`src/rtl/uart_transmitter.sv`:
```
// 8N1 UART transmitter: accepts one byte per valid/ready handshake while idle and
// shifts it out LSB first, each symbol held for CLOCK_FREQ/BAUD_RATE clock cycles.
module uart_transmitter #(
  parameter int unsigned CLOCK_FREQ = 50_000_000,
  parameter int unsigned BAUD_RATE  = 115_200
) (
  input  logic       clk,
  input  logic       rst,
  input  logic [7:0] data_in,
  input  logic       data_in_valid,
  output logic       data_in_ready,
  output logic       serial_out
);

  localparam int unsigned SymbolEdgeTime = CLOCK_FREQ / BAUD_RATE;
  localparam int unsigned CntW = (SymbolEdgeTime < 2) ? 1 : $clog2(SymbolEdgeTime);
  localparam logic [CntW-1:0] CntMax = CntW'(SymbolEdgeTime - 1);

  // A symbol shorter than two clocks cannot be framed by this counter scheme.
  if (SymbolEdgeTime < 2) begin : gen_bad_cfg
    $error("uart_transmitter: CLOCK_FREQ/BAUD_RATE must be at least 2");
  end

  typedef enum logic [1:0] {StIdle, StStart, StData, StStop} state_e;

  state_e          state_q, state_d;
  logic [CntW-1:0] cnt_q, cnt_d;
  logic [2:0]      bit_q, bit_d;
  logic [7:0]      shift_q, shift_d;
  logic            tx_q, tx_d;
  logic            sym_done;

  assign sym_done      = (cnt_q == CntMax);
  assign data_in_ready = (state_q == StIdle);
  assign serial_out    = tx_q;

  // Next-state logic: the line register changes only on symbol boundaries.
  always_comb begin
    state_d = state_q;
    cnt_d   = cnt_q;
    bit_d   = bit_q;
    shift_d = shift_q;
    tx_d    = tx_q;
    unique case (state_q)
      StIdle: begin
        tx_d = 1'b1;
        if (data_in_valid) begin
          state_d = StStart;
          cnt_d   = '0;
          bit_d   = '0;
          shift_d = data_in;
          tx_d    = 1'b0;
        end
      end
      StStart: begin
        if (sym_done) begin
          state_d = StData;
          cnt_d   = '0;
          tx_d    = shift_q[0];
          shift_d = {1'b0, shift_q[7:1]};
        end else begin
          cnt_d = cnt_q + 1'b1;
        end
      end
      StData: begin
        if (sym_done) begin
          cnt_d = '0;
          if (bit_q == 3'd7) begin
            state_d = StStop;
            tx_d    = 1'b1;
          end else begin
            bit_d   = bit_q + 1'b1;
            tx_d    = shift_q[0];
            shift_d = {1'b0, shift_q[7:1]};
          end
        end else begin
          cnt_d = cnt_q + 1'b1;
        end
      end
      StStop: begin
        if (sym_done) begin
          state_d = StIdle;
          cnt_d   = '0;
          bit_d   = '0;
        end else begin
          cnt_d = cnt_q + 1'b1;
        end
      end
      default: begin
        state_d = StIdle;
        tx_d    = 1'b1;
      end
    endcase
  end

  // State registers; reset drives the line idle-high immediately.
  always_ff @(posedge clk or negedge rst) begin
    if (!rst) begin
      state_q <= StIdle;
      cnt_q   <= '0;
      bit_q   <= '0;
      shift_q <= '0;
      tx_q    <= 1'b1;
    end else begin
      state_q <= state_d;
      cnt_q   <= cnt_d;
      bit_q   <= bit_d;
      shift_q <= shift_d;
      tx_q    <= tx_d;
    end
  end

endmodule

```
`config.mk`:
```
export PLATFORM = sky130hd
export DESIGN_NAME = uart_transmitter
export DESIGN_NICKNAME = d
export VERILOG_FILES = /design/src/rtl/uart_transmitter.sv
export SDC_FILE = /design/constraint.sdc
export NUM_CORES = 1
export LEC_CHECK = 0
export ABC_AREA = 1
export BUFFER_PORTS_ARGS = -buffer_cell sky130_fd_sc_hd__buf_4
export CORE_ASPECT_RATIO = 0.7
export CORE_MARGIN = 8
export CORE_UTILIZATION = 42
export DETAILED_ROUTE_END_ITERATION = 8
export HOLD_SLACK_MARGIN = 0.05
export PLACE_DENSITY = 0.57
export SLEW_MARGIN = 20
export SYNTH_ARGS = -nofsm -noshare
export SYNTH_HDL_FRONTEND = slang
export SYNTH_SLANG_ARGS = --single-unit
```
`constraint.sdc`:
```
create_clock -name clk -period 2.1 [get_ports clk]
set_input_delay 0.105 -clock clk [delete_from_list [all_inputs] [get_ports clk]]
set_output_delay 0.105 -clock clk [all_outputs]
set_load 0.02 [all_outputs]
```
# Word level (Yosys, flattened, before mapping)
# Index checks and enable logic that the tools add are counted.
[classes]
n_eq_ne = 11
n_mux = 24
reduce_logical = 8
addsub = 2
[ops]
columns = ["op", "n"]
rows = [
  ["$mux 8", 4],
  ["$pmux 8 s3", 1],
  ["$mux 9", 2],
  ["$pmux 9 s2", 1],
  ["$reduce_and 5->1", 3],
  ["$mux 3", 4],
  ["$ne 2x2->1 const B", 6],
  ["$mux 2", 5],
  ["$add 9x1->9 const B", 1],
  ["$eq 9x9->1 const B", 1],
  ["$pmux 3 s3", 1],
  ["$pmux 2 s4", 1],
  ["$reduce_bool 3->1", 2],
  ["$eq 2x2->1 const B", 2],
  ["$mux 1", 4],
  ["$add 3x1->3 const B", 1],
  ["$eq 3x3->1 const B", 1],
  ["$pmux 1 s3", 1],
  ["$reduce_and 3->1", 1],
  ["$reduce_or 3->1", 1],
  ["$eq 2x1->1 const B", 1],
  ["$logic_not 2->1", 1],
]
[word_totals]
regBits = 23
out_inout_bits = 2
wordCells = 50
input_bits = 11

# Longest topological paths before layout
[depth]
depth_word = 4
mapped_depth = 9
mapped_depth_nobuf = 9

# Least setup slack after synthesis
# Ideal clock, no wire load.
[synth_path]
kind = "reg-to-reg"
from = "reg state_q[0]"
to = "reg shift_q[2]"
t_required_ns = 1.983
synth_period_minus_slack_ns = 1.521
n_path_buf = 1
t_arrival_ns = 1.405
setup_time_ns = 0.117
path_stages_with_launch = 7
setup_slack_ns = 0.579
path_cell_list = "dfrtp_1 -> inv_1 -> ha_1 -> buf_2 -> mux2_2 -> nand3_1 -> nand2_1"
[synth_via]
elab_chain_len = 3
[synth_lines]
columns = ["element", "line", "source"]
rows = [
  ["from (decl)", "26", "state_e state_q, state_d;"],
  ["from (signal assigned)", "99", "state_q <= StIdle;"],
  ["from (signal assigned)", "105", "state_q <= state_d;"],
  ["$eq 2x2->1, or another cell as far along", "44", "unique case (state_q)"],
  ["$ne 2x2->1 (no line) / $reduce_bool 3->1 (equally long branches)", "-", ""],
  ["$reduce_and 5->1 (no line)", "-", ""],
  ["to (signal assigned)", "108", "shift_q <= shift_d;"],
  ["to (decl)", "29", "logic [7:0] shift_q, shift_d;"],
]
# Parallel ways exist; a longest one is shown, timed or not.
# A chain may end at the register's enable or synchronous reset.

# Final worst setup path
[layout_path]
from = "reg state_q[0]"
to = "reg shift_q[0]"
# The elaborated chain is that of the path after synthesis.

==> results.toml <==
[finish]
final_core_utilization_pct = 49.8
layout-drive-gt1-share_pct = 19.7
fillers = 278
area_delta_synth_final_pct = 13.6
diodes = 0
finalNetCount = 204
regArea_sq_um = 577
multi_input_area_sq_um = 697

[floorplanning]
rows = 17
dieArea_sq_um = 5370
fp.coreArea_sq_um = 3130
start_util_pct = 43.8
fp.dieH_microns = 63.8
ios = 13
die_w_microns = 84.3

[worst_setup_path]
timing.rr.start = "state_q[0]"
start_kind = "flip-flop"
worstSetupEndpointType = "flip-flop"
reg2reg_slack_ns = 0.27
r2r_end = "shift_q[0]"
cp_common_cell = "nand2_1"
reg2reg_depth = 7
slowest_stage = "dfrtp_1"
required_ns = 2.26
worstPathCellList = "inv_1 -> ha_1 -> or2_1 -> a21oi_2 -> nand2_2 -> nand2_1 -> nand2_1"
cpPeakStageDelay_ns = 0.42
worstPathArrival_ns = 1.99
cp_max_fo = 8
crit_type = "flip-flop to flip-flop"

[placed_design]
pre_cts_ws_ns = 0.299
dp_hpwl_microns = 2120
port_buffers = 12
gp_congestion = 0.800

[yosys]
yosysSeqAreaShare_pct = 42.1
syn_nets = 187
synth-seq-cells = 23
synth_area_sq_um = 1370
syn-mean-instance-area_sq_um = 8.20
synth_top_area_share_pct = 40.2
synthCells = 167
synth_warnings = 0
synth_area_leaders = "dfrtp_1, nand2_1, ha_1"
yosysTopAreaCell = "dfrtp_1"
yosys.cell_types.count = 25

[global_routing]
grt_max_degree = 24
grt_pass1_wl_microns = 5040
antenna_found_initial = 0
grt_usage_pct = 11.3
grt_use_met2_pct = 16.6
busiest_layer = "met2"
met1_usage_pct = 15.4
grt-ovfl-total = 0
first_global_vias = 1073
grt_use_met3_pct = 4.30

[clock_tree]
cts_root_buf = "clkbuf_8"
cts_tree = "done"
cts_sinks = 23
clk_latency_ns = 0.26
cts_buffers = 3
ctsHtreeMaxLevel = 1
clk_pin_slew_ns = 0.08
clockBufferDepth = 2
post_cts_resized = 0

[sta]
rsz0062_at_grt = "no"
fin_crit_ns = 1.83
setup_violations = 0
hold_ws_ns = 0.175
hold_violations = 0
tightest_slew_ns = 0.458
slew_headroom_pct = 69.5
finClkSkew_ns = 0.00317
max_freq_ghz = 0.547
tns_ns = 0
period_share_pct = 87.1
setup_ws_ns = 0.270
drv_slew = 0

[routing]
drtIter0Drc = 68
routedWlPerCell_microns = 12.7
drc = 0
vias_per_cell = 4.90
firstDrtPassIters = 4
routed_wl_microns = 2820
ant_nets = 0
via_count = 1084

[min_path]
min_to = "serial_out"
hold_depth = 4
min_from = "data_in_valid"
hp-class = "input pin to flip-flop"

[power]
cellPowerDensity_nw_per_um2 = 1400
vdd_drop_max_mv = 0.831
power_leakage_nw = 0.799

[run_status]
status = "completed"

[job]
drv_cap = 0
[worst max path at each step]
stage | start | endpoint | slack, ns | cells past startpoint
after detailed placement | state_q[0] | shift_q[0] | 0.30 | 7
after floorplan | state_q[0] | shift_q[2] | 0.58 | 6
after CTS | state_q[0] | shift_q[0] | 0.29 | 7
after global routing | state_q[0] | shift_q[0] | 0.13 | 7
final | state_q[0] | shift_q[0] | 0.27 | 7
after global placement | state_q[0] | shift_q[6] | 0.42 | 7
[report_power, final]
group,switching (mW),leakage (nW),internal (mW)
clock network,0.136,0.0228,0.135
registers,0.0954,0.299,0.597
logic,0.728,0.477,0.483
total,0.960,0.799,1.22
[layout make-up]
type | count | share of cell area, %
clock buffers | 4 | 2.89
repair buffers | 15 | 7.40
inverters | 20 | 4.82
well taps | 38 | 3.05
multi-input cells | 121 | 44.8
flip-flops and latches | 23 | 37.1
[sequential cells by signal, summed over array words and instances, names as in the netlist]
name / flops
bit_q: 3
cnt_q: 9
serial_out: 1
shift_q: 8
state_q: 2
[placed cells by master (no fill, tap or decap), types with 2 or more instances in the layout]
cell,instances
dfrtp_1,22
or2_1,2
o22ai_1,2
xor2_1,2
a21oi_1,9
inv_1,17
nand2_1,46
mux2_2,7
nor2_4,2
o21ai_1,3
ha_1,9
nand2_2,2
nor3_1,2
buf_4,14
nand3_1,16
o21ai_0,3
clkbuf_8,3
inv_2,3
nand4_1,4
nor2_1,8
[metrics by stage]
| step | area (sq um) | total power, mW | instances |
|---|---|---|---|
| 4_1_cts | 1560 | 2.20 | 221 |
| 2_1_floorplan | 1370 | 1.65 | 167 |
| 6_report | 1560 | 2.18 | 221 |
| 3_3_place_gp | 1500 | 1.88 | 216 |
| 3_5_place_dp | 1500 | 1.91 | 216 |
| 5_1_grt | 1560 | 2.41 | 221 |
[logic make-up (layout without fill, tap and decap cells)]
group / Yosys count / after routing / synth area share, %
XOR/XNOR: 2 / 2 / 1.28
flip-flops: 23 / 23 / 42.1
buffers and inverters: 23 / 39 / 7.03
adder cells (fa/ha/maj): 9 / 9 / 8.22
AND/OR/NAND/NOR: 84 / 84 / 27.9
multiplexers: 7 / 7 / 5.75
AO/OA/AOI/OAI: 19 / 19 / 7.67
[worst max-delay path, delay by kind of cell, from the launching register on]
| family | cells | cell delay, ns |
|---|---|---|
| flip-flops | 1 | 0.42 |
| adder cells (fa/ha/maj) | 1 | 0.30 |
| AO/OA/AOI/OAI | 1 | 0.28 |
| buffers and inverters | 1 | 0.11 |
| AND/OR/NAND/NOR | 4 | 0.61 |
[cell usage after synthesis]
cell,instances
or2_2,1
nand2_2,2
inv_1,17
nand2_4,1
o21ai_2,1
buf_6,1
nor2_1,8
nor3_1,2
a21oi_1,9
xor2_1,2
or2_1,2
dfstp_2,1
nand2_1,46
ha_1,9
nand4_1,4
buf_2,2
a21oi_2,1
inv_2,3
o21ai_0,3
o21ai_1,3
mux2_2,7
nor2_4,2
o22ai_1,2
nand3_1,16
dfrtp_1,22
[what timing repair did]
item                      4_1_cts  5_1_grt
buffers inserted                0        0
hold endpoints to repair       23        0
hold buffers                    1        0
[routing by layer]
metal	share of wire, %	vias to the layer above
li1	-	572
met1	52	494
met2	42	16
met3	4.8	2
met4	0.64	0
met5	0	-
Note: power is estimated with default switching activity, not from simulation.
